===== config.mk =====
export PLATFORM = sky130hd
export DESIGN_NAME = mem_access_ctrl
export DESIGN_NICKNAME = d
export VERILOG_FILES = /design/src/rtl/mem_access_ctrl.sv
export SDC_FILE = /design/constraint.sdc
export NUM_CORES = 1
export LEC_CHECK = 0
export CAP_MARGIN = 30
export CORE_MARGIN = 2
export CORE_UTILIZATION = 37
export DETAILED_ROUTE_END_ITERATION = 8
export GPL_TIMING_DRIVEN = 0
export PLACE_DENSITY = 0.75
export SLEW_MARGIN = 20
export SYNTH_ARGS = -nofsm -noshare
export SYNTH_HDL_FRONTEND = slang
export SYNTH_SLANG_ARGS = --single-unit

===== constraint.sdc =====
create_clock -name Clk -period 1.9 [get_ports Clk]
set_input_delay 0.19 -clock Clk [delete_from_list [all_inputs] [get_ports Clk]]
set_output_delay 0.19 -clock Clk [all_outputs]
set_load 0.1 [all_outputs]

===== src/rtl/mem_access_ctrl.sv =====
// -----------------------------------------------------------------------------
// mem_access_ctrl
//
// CPU-side initiator for the ram512x8 MOV/MOC four-phase handshake. Accepts a
// single load/store request from the datapath, checks opcode and alignment,
// drives the RAM bus, waits for MOC (through a synchronizer) and reports
// completion. Doubleword accesses (LDC1/SDC1) run as two 32-bit beats at the
// same address; the RAM advances to the second word on its own.
//
// Optional feature: define MEMCTL_TIMEOUT_EN to add a per-beat watchdog that
// aborts a stalled transfer after TIMEOUT_CYCLES cycles in REQ/RELEASE.
//
// Ports
//   Clk, Reset_n   clock (rising edge), asynchronous active-low reset
//   Start          request strobe, only looked at in IDLE
//   OpCodeIn       MIPS opcode of the request
//   AddrIn         byte address of the request
//   StoreData      store payload ([63:32] beat 0 of SDC1, [31:0] otherwise)
//   Busy           high from request acceptance until Done
//   Done           one-cycle completion pulse
//   Error          one-cycle pulse with Done on a rejected/aborted request
//   LoadData       load result (beat 0 -> [63:32], beat 1 / single -> [31:0])
//   MOV            memory operation valid
//   ReadWrite      1 = read, 0 = write
//   Address        RAM byte address
//   DataIn         RAM write data
//   OpCode         opcode forwarded to the RAM (it does sign/zero extension)
//   DataOut        RAM read data
//   MOC            memory operation complete (asynchronous to Clk)
// -----------------------------------------------------------------------------
module mem_access_ctrl #(
    parameter int ADDR_W         = 9,
    parameter int SYNC_STAGES    = 2,
    parameter int TIMEOUT_CYCLES = 16
) (
    input  logic              Clk,
    input  logic              Reset_n,
    input  logic              Start,
    input  logic [5:0]        OpCodeIn,
    input  logic [ADDR_W-1:0] AddrIn,
    input  logic [63:0]       StoreData,
    output logic              Busy,
    output logic              Done,
    output logic              Error,
    output logic [63:0]       LoadData,
    output logic              MOV,
    output logic              ReadWrite,
    output logic [ADDR_W-1:0] Address,
    output logic [31:0]       DataIn,
    output logic [5:0]        OpCode,
    input  logic [31:0]       DataOut,
    input  logic              MOC
);

    typedef enum logic [2:0] {IDLE, CHECK, SETUP, REQ, RELEASE, FIN} state_e;
    typedef enum logic [1:0] {SZ_BYTE, SZ_HALF, SZ_WORD, SZ_DBL} size_e;

    typedef struct packed {
        logic  valid;
        logic  store;
        size_e size;
    } decode_t;

    function automatic decode_t decode_op(input logic [5:0] op);
        decode_t d;
        d.valid = 1'b1;
        d.store = 1'b0;
        d.size  = SZ_BYTE;
        case (op)
            6'b100000, 6'b100100: d.size = SZ_BYTE;                 // LB, LBU
            6'b100001, 6'b100101: d.size = SZ_HALF;                 // LH, LHU
            6'b100011:            d.size = SZ_WORD;                 // LW
            6'b110101:            d.size = SZ_DBL;                  // LDC1
            6'b101000: begin d.store = 1'b1; d.size = SZ_BYTE; end  // SB
            6'b101001: begin d.store = 1'b1; d.size = SZ_HALF; end  // SH
            6'b101011: begin d.store = 1'b1; d.size = SZ_WORD; end  // SW
            6'b111101: begin d.store = 1'b1; d.size = SZ_DBL;  end  // SDC1
            default:   d.valid = 1'b0;
        endcase
        return d;
    endfunction

    function automatic logic misaligned(input size_e size, input logic [2:0] lsb);
        case (size)
            SZ_HALF: return lsb[0];
            SZ_WORD: return |lsb[1:0];
            SZ_DBL:  return |lsb;
            default: return 1'b0;
        endcase
    endfunction

    state_e            state, state_next;
    logic [5:0]        op_q;
    logic [ADDR_W-1:0] addr_q;
    logic [63:0]       sd_q;
    logic              err_q;
    logic              beat_q;
    decode_t           dec;

    logic accept, load_bus, capture, set_err;
    logic moc_s;
    logic timeout_hit;

    assign dec = decode_op(op_q);

    // ------------------------------------------------------------------
    // MOC synchronizer
    // ------------------------------------------------------------------
    logic [SYNC_STAGES-1:0] moc_sync;

    generate
        if (SYNC_STAGES == 1) begin : g_sync_single
            always_ff @(posedge Clk or negedge Reset_n) begin
                if (!Reset_n) moc_sync <= '0;
                else          moc_sync <= MOC;
            end
        end else begin : g_sync_chain
            always_ff @(posedge Clk or negedge Reset_n) begin
                if (!Reset_n) moc_sync <= '0;
                else          moc_sync <= {moc_sync[SYNC_STAGES-2:0], MOC};
            end
        end
    endgenerate

    assign moc_s = moc_sync[SYNC_STAGES-1];

    // ------------------------------------------------------------------
    // Optional per-beat watchdog
    // ------------------------------------------------------------------
`ifdef MEMCTL_TIMEOUT_EN
    localparam int CNT_W = $clog2(TIMEOUT_CYCLES + 1);
    logic [CNT_W-1:0] to_cnt;
    logic             waiting;

    assign waiting     = (state == REQ) || (state == RELEASE);
    // Fires on the TIMEOUT_CYCLES-th waiting cycle of the current beat.
    assign timeout_hit = waiting && (to_cnt == CNT_W'(TIMEOUT_CYCLES - 1));

    always_ff @(posedge Clk or negedge Reset_n) begin
        if (!Reset_n)                     to_cnt <= '0;
        else if (state == SETUP)          to_cnt <= '0;
        else if (waiting && !timeout_hit) to_cnt <= to_cnt + 1'b1;
    end
`else
    localparam int timeout_unused = TIMEOUT_CYCLES;
    assign timeout_hit = 1'b0;
`endif

    // ------------------------------------------------------------------
    // FSM: state register
    // ------------------------------------------------------------------
    always_ff @(posedge Clk or negedge Reset_n) begin
        // NOTE: sequential state uses non-blocking assignments so every flop
        // samples the pre-edge values regardless of statement order.
        if (!Reset_n) state <= IDLE;
        else          state <= state_next;
    end

    // ------------------------------------------------------------------
    // FSM: next state and control strobes
    // ------------------------------------------------------------------
    always_comb begin
        // NOTE: every signal written here gets a default first, so no path
        // leaves one unassigned and no latch is inferred.
        state_next = state;
        accept     = 1'b0;
        load_bus   = 1'b0;
        capture    = 1'b0;
        set_err    = 1'b0;

        case (state)
            IDLE: begin
                if (Start) begin
                    accept     = 1'b1;
                    state_next = CHECK;
                end
            end
            CHECK: begin
                if (!dec.valid || misaligned(dec.size, addr_q[2:0])) begin
                    set_err    = 1'b1;
                    state_next = FIN;
                end else begin
                    load_bus   = 1'b1;
                    state_next = SETUP;
                end
            end
            SETUP: state_next = REQ;
            REQ: begin
                if (timeout_hit) begin
                    set_err    = 1'b1;
                    state_next = FIN;
                end else if (moc_s) begin
                    capture    = 1'b1;
                    state_next = RELEASE;
                end
            end
            RELEASE: begin
                if (timeout_hit) begin
                    set_err    = 1'b1;
                    state_next = FIN;
                end else if (!moc_s) begin
                    if (dec.size == SZ_DBL && !beat_q) begin
                        load_bus   = 1'b1;
                        state_next = SETUP;
                    end else begin
                        state_next = FIN;
                    end
                end
            end
            FIN:     state_next = IDLE;
            default: state_next = IDLE;
        endcase
    end

    // ------------------------------------------------------------------
    // Request latch, bus drivers and status outputs
    // ------------------------------------------------------------------
    logic        next_beat;
    logic [31:0] beat_wdata;

    // Bus is loaded when entering SETUP; from RELEASE that is the second beat.
    assign next_beat  = (state == RELEASE);
    assign beat_wdata = (dec.size == SZ_DBL && !next_beat) ? sd_q[63:32] : sd_q[31:0];

    always_ff @(posedge Clk or negedge Reset_n) begin
        // NOTE: all control and bus registers are reset so the RAM sees an
        // idle, read-direction bus and the datapath sees no stale result.
        if (!Reset_n) begin
            op_q      <= '0;
            addr_q    <= '0;
            sd_q      <= '0;
            err_q     <= 1'b0;
            beat_q    <= 1'b0;
            Busy      <= 1'b0;
            Done      <= 1'b0;
            Error     <= 1'b0;
            LoadData  <= '0;
            MOV       <= 1'b0;
            ReadWrite <= 1'b1;
            Address   <= '0;
            DataIn    <= '0;
            OpCode    <= '0;
        end else begin
            // MOV is high exactly while the FSM sits in REQ.
            MOV   <= (state_next == REQ);
            Done  <= (state_next == FIN);
            Error <= (state_next == FIN) && (err_q || set_err);

            if (accept) begin
                op_q   <= OpCodeIn;
                addr_q <= AddrIn;
                sd_q   <= StoreData;
                err_q  <= 1'b0;
                Busy   <= 1'b1;
            end

            if (set_err)      err_q <= 1'b1;
            if (state == FIN) Busy  <= 1'b0;

            if (load_bus) begin
                Address   <= addr_q;
                OpCode    <= op_q;
                ReadWrite <= ~dec.store;
                DataIn    <= beat_wdata;
                beat_q    <= next_beat;
            end

            if (capture && !dec.store) begin
                if (dec.size != SZ_DBL)  LoadData          <= {32'h0, DataOut};
                else if (!beat_q)        LoadData[63:32]   <= DataOut;
                else                     LoadData[31:0]    <= DataOut;
            end
        end
    end

endmodule


======== Word level (Yosys, flattened, before mapping) ========
Index checks and enable logic that the tools add are counted.
storage, ports and cells
  register bits after elaboration ......... 202
  bits of input ports ..................... 115
  output and inout port bits .............. 116
  word-level logic and storage cells ...... 92
cells by class
  equality and inequality tests ........... 22
  bitwise operators ....................... 1
  mux-type cells .......................... 29
  reductions and logical operators ........ 23
operators with widths
  kind                                                              count
  32-bit two-way mux                                                3
  64-bit two-way mux                                                1
  6-bit == test (second input constant)                             10
  1-bit two-way mux                                                 16
  3-bit two-way mux                                                 5
  3-bit one-hot mux with 5 select lines                             1
  10-bit OR reduction                                               1
  3-bit by 2-bit == test with 1-bit output (second input constant)  3
  3-bit == test (second input constant)                             3
  2-bit one-hot mux with 3 select lines                             1
  2-bit nonzero test                                                3
  2-bit OR reduction                                                3
  3-bit OR reduction                                                2
  2-bit == test (second input constant)                             2
  1-bit logical AND                                                 4
  1-bit logical NOT                                                 4
  2-bit AND reduction                                               2
  4-bit OR reduction                                                1
  3-bit by 1-bit == test with 1-bit output (second input constant)  1
  3-bit logical NOT                                                 1
  1-bit one-hot mux with 3 select lines                             1
  2-bit by 1-bit == test with 1-bit output (second input constant)  1
  1-bit logical OR                                                  2
  2-bit by 1-bit != test with 1-bit output (second input constant)  1
  3 further kinds                                                   3

======== Logic depth before layout (Yosys ltp) ========
Gate-level depths: netlist of the first run.
  depth in word-level cells ............... 11
  mapped depth ............................ 8
  mapped depth without buffers ............ 5

======== Worst setup path after synthesis of the first run ========
No wires, ideal clock.
  path kind ............................... register to register
  start point ............................. register op_q[1]
  end point ............................... register DataIn[10]
  library setup time ...................... 0.125 ns
  setup slack ............................. -0.175 ns
  period minus slack after synthesis ...... 2.075 ns
  path buffers ............................ 1
  arrival ................................. 1.950 ns
  data required time ...................... 1.775 ns
  cell stages (with the launch flop) ...... 6
  cells stage by stage .................... dfrtp_1 > and3b_4 > nor3b_2 > clkbuf_1 > mux2_2 > mux2_2
between the ends
  cells in the longest elaborated chain, start to end .. 9
  elaborated cells between the ends (all ways) .. 30
  classes of those cells .................. 13 x eq/ne; 9 x mux; 8 x reduce/logical
ends and longest elaborated chain
  what                                                                RTL line      source
  start: declaration                                                  93            logic [5:0] op_q;
  start signal: assignment                                            250           op_q <= OpCodeIn;
  6-bit == test                                                       69            case (op)
  3-bit OR reduction (no line) or 2-bit OR reduction (tied branches)  n/a
  2-bit one-hot mux with 3 select lines                               69
  2-bit == test, or another cell as far along                         84, 202, 223
  1-bit one-hot mux with 3 select lines                               84            case (size)
  1-bit two-way mux                                                   171           case (state)
  1-bit logical OR                                                    179           if (!dec.valid || misaligned(dec.size, addr_q[2:0])) begin
  1-bit two-way mux                                                   179
  1-bit one-hot mux with 2 select lines                               171
  end signal: assignment                                              264           DataIn <= beat_wdata;
  end: declaration                                                    49            output logic [31:0] DataIn,
Several ways; a longest one is shown, not always the timed one. The select of a mux whose other input is x is not followed.
A chain may end at the register's enable or synchronous reset.

======== Final worst setup path of the first run ========
  start point ............................. register op_q[1]
  end point ............................... register LoadData[28]
between the ends
  cells in the longest elaborated chain, start to end .. 6
  elaborated cells between the ends (all ways) .. 20
  classes of those cells .................. 9 x eq/ne; 3 x mux; 8 x reduce/logical
ends and longest elaborated chain
  what                                                                        RTL line  source
  6-bit == test                                                               69
  3-bit OR reduction (no line), or another cell as far along                  n/a
  2-bit one-hot mux with 3 select lines or 1-bit two-way mux (tied branches)  69
  2-bit != test or 1-bit logical NOT (tied branches)                          269, 268
  2-bit nonzero test (no line) or 1-bit logical AND (tied branches)           n/a
  2-bit AND reduction (no line)                                               n/a
  end signal: assignment                                                      269       if (dec.size != SZ_DBL) LoadData <= {32'h0, DataOut};
  end signal: assignment                                                      271       else LoadData[31:0] <= DataOut;
  end: declaration                                                            45        output logic [63:0] LoadData,
Several ways; a longest one is shown, not always the timed one.

==> flow_summary_export.csv, run 1 <==
group,metric,value,unit
status,status,"complete, but fails checks",
status,violations,"setup timing",
placed_design,dpl.hpwl,13350,um
clock_network,cts_buffers,23,
floorplan,start_util,0.3783,
synth,async_flop_share,1.000,
cells_and_area,final_nets,913,
synth,synth_enable_flop_cells,0,
clock_network,cts_tree,"built",
clock_network,clockBufferDepth,3,
placed_design,place_inst,1013,
synth,synth_cells,505,
synth,yosysSeqAreaShare,0.6318,
sta,rsz0062_at_grt,"true",
floorplan,core,0.02115,mm^2
floorplan,die_w,151.1,um
drt,ant_nets,0,
sta,slew_headroom,0.3464,
placed_design,io_buffers,230,
floorplan,die_h,151.1,um
synth,synth_area_per_cell,15.85,um^2
drt,first_pass_iters,4,
floorplan,fp-row-count,53,
floorplan,boundaryPins,231,
cells_and_area,fill_cells,1721,
worst_setup_path,crit_type,"reg -> reg",
synth,synthesis.nets,620,
sta,worst_hold_slack,0.1200,ns
drt,num_vias,5294,
worst_setup_path,startpoint_type,"flip-flop",
clock_network,numClockSinks,202,
cells_and_area,seqCellArea,0.005061,mm^2
sta,maxSlewViolCount,0,
hold_path,hp-class,"in -> async",
cells_and_area,drive_above_1_share,0.5123,
run,drv_cap,0,
drt,wirelength,20460,um
drt,drc,0,
cells_and_area,area_delta_synth_final,50.63,%
clock_network,root_buffer,"clkbuf_16",
sta,finalHoldViolations,0,
sta,timing.final.crit_share,1.134,
placed_design,place.gp.congestion,0.7301,
global_route,grt_pass1_wl,31510,um
clock_network,h-tree-depth,1,
worst_setup_path,cp_max_fo,7,
clock_network,cts.reportedPaths.clkPinSlew,0.06,ns
worst_setup_path,endpoint_kind,"flip-flop",
sta,setup_viol_count_final,81,
global_route,gr-total-overflow,0,
sta,setup_ws,-0.2551,ns
synth,syn_area,0.008003,mm^2
sta,min_period,2.155,ns
synth,synth_warnings,0,
global_route,grt_pass1_vias,5802,
worst_setup_path,cp.required,2.28,ns
cells_and_area,multi_input_area,0.003093,mm^2
global_route,grt_max_degree,95,
synth,synth_flop_cell,"dfrtp_1",
floorplan,dieArea,0.02282,mm^2
drt,drtIter0Drc,138,
drt,post_drt_wl_per_cell,18.79,um
synth,synth_cell_types,36,
cells_and_area,antenna_cells,0,
sta,fmax,464.0,MHz
sta,worst_slew_pin_slew,0.9842,ns
worst_setup_path,worstPathArrival,2.53,ns
placed_design,dp_slack,-0.7623,ns
synth,synth-seq-cells,202,
cells_and_area,stdcell_count,1089,
global_route,grt_use_total,0.1755,
global_route,antenna_found_initial,0,
clock_network,clk_latency,0.49,ns
sta,finClkSkew,0.007405,ns
drt,routed_via_density,4.861,
==> stage by stage <==
step           cell area, um^2  setup TNS (ns)    util
3_5_place_dp             10960          -88.41  0.5180
3_3_place_gp             10870        -1672.57  0.5138
2_1_floorplan             8223          -5.319       -
6_report                 12050          -16.66  0.5698
4_1_cts                  12200          -17.36  0.5767
5_1_grt                  12050          -22.69  0.5698
==> logic make-up after synthesis <==
| family | share of synthesized area |
|---|---|
| AND/OR/NAND/NOR | 0.02439 |
| AO/OA/AOI/OAI | 0.05050 |
| flip-flops | 0.6318 |
| multiplexers | 0.2697 |
| buffers and inverters | 0.02361 |
==> routing by layer <==
metal  wire length, um  vias up  GRT usage
li1                  -     2414          -
met1              8636     2665     0.2239
met2              9577      195     0.2909
met3              1989       20    0.06687
met4               258        0    0.02757
met5                 0        -          0
==> critical path, cell delays in order, from the launching register on <==
cell and delay (ns):
dfrtp_1 0.38, and3b_4 0.33, or3b_4 0.40, buf_4 0.17, nand2b_4 0.07, buf_8 0.13, bufbuf_16 0.27, mux2_4 0.30
==> state kept, by name (all words and copies together) (netlist names) <==
| register | flops |
|---|---|
| state | 3 |
| Done | 1 |
| Address | 9 |
| ReadWrite | 1 |
| MOV | 1 |
| beat_q | 1 |
| addr_q | 9 |
| sd_q | 64 |
| moc_sync | 2 |
| LoadData | 64 |
| OpCode | 6 |
| Error | 1 |
| Busy | 1 |
| DataIn | 32 |
| err_q | 1 |
| op_q | 6 |
==> cell usage in the layout, fill, tap and decap left out, drive strengths merged, types with 3 or more instances in the layout <==
cell / synthesis / layout
clkbuf: 14 / 120
clkdlybuf4s15: 0 / 38
clkdlybuf4s50: 0 / 114
nand2b: 4 / 4
nand2: 10 / 10
clkinv: 0 / 7
buf: 14 / 55
nand3: 4 / 4
nor2: 5 / 5
dfrtp: 201 / 201
inv: 3 / 3
mux2: 189 / 189
o21ai: 6 / 6
a22o: 32 / 32
==> synthesized netlist by cell type, drive strengths merged, types with 2 or more instances <==
| library cell | count | area [um^2] |
|---|---|---|
| nor3b | 2 | 20.02 |
| o21ai | 6 | 30.03 |
| a22o | 32 | 280.3 |
| nand3 | 4 | 20.02 |
| nand2 | 10 | 37.54 |
| buf | 14 | 122.6 |
| nor2b | 2 | 15.02 |
| nor3 | 2 | 10.01 |
| nand2b | 4 | 25.02 |
| clkbuf | 14 | 55.05 |
| mux2 | 189 | 2158 |
| a211oi | 2 | 15.01 |
| inv | 3 | 11.26 |
| or2 | 2 | 12.51 |
| dfrtp | 201 | 5030 |
| nor2 | 5 | 18.77 |
| o2111ai | 2 | 23.77 |
==> cell type report <==
| type | count | area share |
|---|---|---|
| Buffer | 26 | 0.02678 |
| Sequential cell | 202 | 0.4199 |
| Tap cell | 275 | 0.02854 |
| Clock inverter | 8 | 0.005398 |
| Clock buffer | 33 | 0.05335 |
| Timing Repair Buffer | 270 | 0.2085 |
| Multi-Input combinational cell | 272 | 0.2566 |
| Inverter | 3 | 0.0009342 |
==> repair_timing <==
item	in CTS	in global routing
setup buffers	24	6
gates resized for setup	307	133
endpoints found under the setup margin	306	271
gates cloned	2	4
endpoints found under the hold margin	201	0
hold buffers	1	0
pin swaps	4	2
==> worst paths after layout <==
path	start	end	slack [ns]	cells after the start
max	op_q[1]	LoadData[28]	-0.26	7
min	Reset_n	LoadData[43]	0.12	2
max reg2reg	op_q[1]	LoadData[28]	-0.26	7
min reg2reg	moc_sync[0]	moc_sync[1]	0.35	0
max in group asynchronous	Reset_n	sd_q[63]	1.07	3
min in group Clk	MOC	moc_sync[0]	0.15	1
Power of run 1 is left out: the tool's default activity adds up to more than one toggle a clock period on the data nets, which glitch-free logic cannot reach.
==> run 2, diff against run 1 <==
--- a/config.mk
+++ b/config.mk
@@ -6,6 +6,7 @@
 export NUM_CORES = 1
 export LEC_CHECK = 0
 export CAP_MARGIN = 30
+export CORE_ASPECT_RATIO = 1.1
 export CORE_MARGIN = 2
 export CORE_UTILIZATION = 37
 export DETAILED_ROUTE_END_ITERATION = 8
==> flow_summary_export.csv, run 2 (synthesized netlist as in run 1, its figures left out) <==
group,metric,value,unit
clock_network,clockBufferDepth,3,
drt,first_pass_iters,4,
clock_network,clk_latency,0.50,ns
sta,finalHoldViolations,0,
global_route,grt_pass1_wl,31560,um
run,drv_cap,0,
worst_setup_path,cp_max_fo,10,
worst_setup_path,worstPathArrival,2.61,ns
worst_setup_path,r2r_end,"DataIn[8]",
worst_setup_path,cp-startpoint,"op_q[1]",
sta,worst_slew_pin_slew,0.9832,ns
clock_network,cts_buffers,23,
clock_network,h-tree-depth,1,
worst_setup_path,endpoint_kind,"flip-flop",
clock_network,cts.reportedPaths.clkPinSlew,0.06,ns
worst_setup_path,critical-path-slowest-cell,"or3b_4",
hold_path,hp-class,"in -> async",
cells_and_area,seqCellArea,0.005061,mm^2
global_route,gr-total-overflow,0,
drt,post_drt_wl_per_cell,18.92,um
placed_design,dpl.hpwl,13150,um
floorplan,fp-row-count,56,
floorplan,core,0.02130,mm^2
sta,rsz0062_at_grt,"true",
cells_and_area,multi_input_area,0.003089,mm^2
cells_and_area,area_delta_synth_final,51.63,%
sta,setup_viol_count_final,113,
sta,finClkSkew,0.01769,ns
floorplan,boundaryPins,231,
cells_and_area,drive_above_1_share,0.5086,
sta,slew_headroom,0.3471,
clock_network,numClockSinks,202,
global_route,grt_pass1_vias,5801,
status,violations,"setup timing",
floorplan,dieArea,0.02282,mm^2
drt,ant_nets,0,
cells_and_area,final_nets,914,
worst_setup_path,startpoint_type,"flip-flop",
worst_setup_path,r2r_slack,-0.34,ns
sta,setup-tns-final,-26.34,ns
worst_setup_path,path_cells,"and3b_4 > or3b_4 > nor2b_4 > o21bai_4 > buf_6 > buf_12 > mux2_2",
sta,worst_hold_slack,0.1179,ns
global_route,grt_max_degree,94,
worst_setup_path,max_stage_delay,0.42,ns
placed_design,place_inst,1027,
sta,fmax,447.1,MHz
drt,drc,0,
worst_setup_path,r2r_cells,7,
drt,wirelength,20890,um
cells_and_area,final_common_cell,"dfrtp_1",
worst_setup_path,r2r-start,"op_q[1]",
sta,maxSlewViolCount,0,
global_route,grt_use_total,0.1753,
cells_and_area,stdcell_count,1104,
sta,setup_ws,-0.3367,ns
drt,routed_via_density,4.844,
sta,timing.final.crit_share,1.177,
clock_network,cts_tree,"built",
global_route,antenna_found_initial,0,
cells_and_area,layout_common_cells,"197 x dfrtp_1, 116 x mux2_2, 113 x clkdlybuf4s50_1",
sta,min_period,2.237,ns
placed_design,place.gp.congestion,0.7510,
status,status,"complete, but fails checks",
floorplan,die_w,144.2,um
cells_and_area,fill_cells,1736,
cells_and_area,post-route-util,0.5697,
worst_setup_path,cp.required,2.27,ns
worst_setup_path,crit_end,"DataIn[8]",
placed_design,io_buffers,230,
worst_setup_path,crit_type,"reg -> reg",
cells_and_area,biggestRegsByFlops,"LoadData: 64 flops, sd_q: 64 flops, DataIn: 32 flops",
drt,num_vias,5348,
drt,drtIter0Drc,222,
cells_and_area,antenna_cells,0,
floorplan,start_util,0.3757,
floorplan,die_h,158.2,um
clock_network,root_buffer,"clkbuf_16",
## run 2: cell count changes in the layout (fill, tap and decap cells not counted), moves of 3 or more
cell             change
clkbuf_2            -11
clkdlybuf4s15_1      +8
clkdlybuf4s15_2      +5
clkinv_2             -4
mux2_2               +4
mux2_4               -4
buf_12               +3
buf_4                -3
## run 2: stage by stage
step	setup slack (ns)	area (um^2)
floorplan	-0.1668	8223
global placement	-7.989	10890
detailed placement	-0.7351	10950
CTS	-0.3047	12160
global route	-0.3984	12130
finish	-0.3367	12130
## run 2: how the worst min path moves through the flow
stage | endpoint | slack (ns) | cells past startpoint
after floorplan | Address[0] | -0.11 | 0
after global placement | moc_sync[1] | 0.34 | 0
after detailed placement | LoadData[36] | 0.04 | 1
after CTS | LoadData[36] | 0.11 | 2
after global routing | LoadData[36] | 0.12 | 2
final | LoadData[36] | 0.12 | 2
## run 2: critical path, delay by kind of cell, from the launching register on
| kind | cells | cell delay (ns) |
|---|---|---|
| muxes | 1 | 0.33 |
| and+or+nand+nor | 3 | 0.89 |
| buffers and inverters | 2 | 0.32 |
| AOI/OAI and AO/OA | 1 | 0.16 |
| DFF | 1 | 0.40 |
## run 2: cell type report
type,count,area share
timing repair buffer,270,0.2111
clock inverter,5,0.004434
buffer,27,0.02671
multi-input combinational,272,0.2546
tap,290,0.02990
sequential,202,0.4171
clock buffer,35,0.05527
inverter,3,0.0009280
## run 2: what timing repair did
item                                   in CTS  in global routing
pin swaps                                   3                 14
setup endpoints to repair                 307                262
gates resized for setup                   303                134
buffers inserted                           20                 12
endpoints found under the hold margin     201                  0
gates cloned                                4                  5
hold buffers                                1                  0
## run 2: layer usage
| metal | up-vias | wire length [um] | GRT usage |
|---|---|---|---|
| met5 | - | 0 | 0 |
| met4 | 0 | 405 | 0.04161 |
| met2 | 192 | 10280 | 0.3014 |
| met3 | 34 | 1704 | 0.05414 |
| li1 | 2416 | - | - |
| met1 | 2706 | 8504 | 0.2167 |
Power of run 2 is left out for the same reason.
==> run 3, diff against run 2 <==
--- a/config.mk
+++ b/config.mk
@@ -9,6 +9,7 @@
 export CORE_ASPECT_RATIO = 1.1
 export CORE_MARGIN = 2
 export CORE_UTILIZATION = 37
+export CTS_CLUSTER_SIZE = 28
 export DETAILED_ROUTE_END_ITERATION = 8
 export GPL_TIMING_DRIVEN = 0
 export PLACE_DENSITY = 0.75
@@ -16,3 +17,4 @@
 export SYNTH_ARGS = -nofsm -noshare
 export SYNTH_HDL_FRONTEND = slang
 export SYNTH_SLANG_ARGS = --single-unit
+export TNS_END_PERCENT = 50
==> flow_summary_export.csv, run 3 (synthesized netlist as in run 1, its figures left out) <==
group,metric,value,unit
clock_network,cts.reportedPaths.clkPinSlew,0.06,ns
sta,maxSlewViolCount,0,
sta,finClkSkew,0.008289,ns
global_route,grt_pass1_vias,5495,
placed_design,dp_slack,-0.6912,ns
global_route,grt_max_degree,98,
clock_network,cts_buffers,24,
worst_setup_path,startpoint_type,"flip-flop",
placed_design,place_inst,1030,
floorplan,boundaryPins,231,
cells_and_area,area_delta_synth_final,49.34,%
sta,rsz0062_at_grt,"true",
placed_design,place.gp.congestion,0.7506,
placed_design,io_buffers,230,
global_route,grt_pass1_wl,30510,um
global_route,gr-total-overflow,0,
cells_and_area,layout_common_cells,"199 x dfrtp_1, 154 x mux2_2, 116 x clkdlybuf4s50_1",
worst_setup_path,endpoint_kind,"flip-flop",
drt,post_drt_wl_per_cell,18.04,um
sta,setup_ws,-0.2658,ns
clock_network,clockBufferDepth,3,
floorplan,core,0.02130,mm^2
cells_and_area,fill_cells,1794,
drt,wirelength,19680,um
global_route,grt_use_total,0.1699,
clock_network,root_buffer,"clkbuf_16",
floorplan,start_util,0.3757,
sta,min_period,2.166,ns
sta,worst_slew_pin_slew,0.9687,ns
drt,num_vias,5220,
cells_and_area,biggestRegsByFlops,"LoadData: 64 flops, sd_q: 64 flops, DataIn: 32 flops",
cells_and_area,stdcell_count,1091,
placed_design,dpl.hpwl,13560,um
sta,slew_headroom,0.3567,
sta,timing.final.crit_share,1.140,
clock_network,clk_latency,0.51,ns
worst_setup_path,worstPathArrival,2.56,ns
sta,setup_viol_count_final,109,
floorplan,die_h,158.2,um
worst_setup_path,r2r_cells,7,
clock_network,cts_tree,"built",
drt,drtIter0Drc,249,
cells_and_area,drive_above_1_share,0.5031,
cells_and_area,post-route-util,0.5611,
status,status,"complete, but fails checks",
floorplan,dieArea,0.02282,mm^2
worst_setup_path,crit_type,"reg -> reg",
sta,finalHoldViolations,0,
drt,routed_via_density,4.785,
floorplan,die_w,144.2,um
worst_setup_path,cp.required,2.29,ns
run,drv_cap,0,
hold_path,hp-class,"in -> async",
clock_network,h-tree-depth,1,
cells_and_area,final_nets,898,
worst_setup_path,r2r_slack,-0.27,ns
floorplan,fp-row-count,56,
drt,first_pass_iters,4,
worst_setup_path,cp_max_fo,7,
drt,drc,0,
drt,ant_nets,0,
sta,fmax,461.7,MHz
clock_network,numClockSinks,202,
cells_and_area,final_common_cell,"dfrtp_1",
global_route,antenna_found_initial,2,
status,violations,"setup timing",
-- run 3: cell types whose count changed in the layout (fill, tap and decap cells not counted), sizes merged --
cell	change
inv	-1
clkinv	+4
buf	-21
clkdlybuf4s15	+26
clkdlybuf4s50	+3
clkbuf	-25
diode	+2
bufinv	-1
-- run 3: through the flow --
stage	TNS [ns]	instance area [um^2]	hold WS (ns)
final	-18.07	11950	0.09143
after global routing	-27.44	11950	0.08329
after CTS	-18.40	11950	0.07970
after detailed placement	-83.13	10890	0.02286
after global placement	-1679.37	10740	0.3393
after floorplan	-6.291	8079	-0.1056
-- run 3: worst max-delay path, cell delays in order, from the launching register on --
cell and delay [ns]:
dfrtp_1 0.38, and3b_4 0.34, or3b_4 0.43, nor2b_4 0.12, o21bai_4 0.17, buf_12 0.18, clkbuf_16 0.14, mux2_4 0.29
-- run 3: layer usage --
layer	vias to the layer above	wire [um]	global-route usage
met3	38	1043	0.03569
met2	141	9861	0.2794
li1	2390	-	-
met1	2651	8268	0.2249
met4	0	508	0.05687
met5	-	0	0
-- run 3: worst paths after layout --
| kind | to | from |
|---|---|---|
| hold / removal | Address[5] | Reset_n |
| setup reg to reg | Address[6] | op_q[1] |
| setup / recovery | Address[6] | op_q[1] |
| max in group asynchronous | sd_q[42] | Reset_n |
| hold reg to reg | moc_sync[1] | moc_sync[0] |
| min in group Clk | moc_sync[0] | MOC |
-- run 3: what timing repair did --
| action | CTS | global route |
|---|---|---|
| hold buffers | 1 | 0 |
| gates cloned | 0 | 2 |
| resized for setup | 339 | 57 |
| setup endpoints to repair | 304 | 228 |
| pin swaps | 1 | 4 |
| hold endpoints to repair | 201 | 0 |
| setup buffers | 6 | 8 |
-- run 3: final cells by class --
type | count | area, um^2 | area share
multi-input cells | 272 | 2920 | 0.2443
repair buffers | 252 | 2560 | 0.2142
inverters | 3 | 11.26 | 0.0009422
clock buffers | 35 | 723.2 | 0.06051
plain buffers | 28 | 271.5 | 0.02272
flip-flops and latches | 202 | 5059 | 0.4233
diodes | 2 | 5.005 | 0.0004188
well taps | 290 | 362.8 | 0.03036
clock inverters | 7 | 38.79 | 0.003245
Power of run 3 is left out for the same reason.
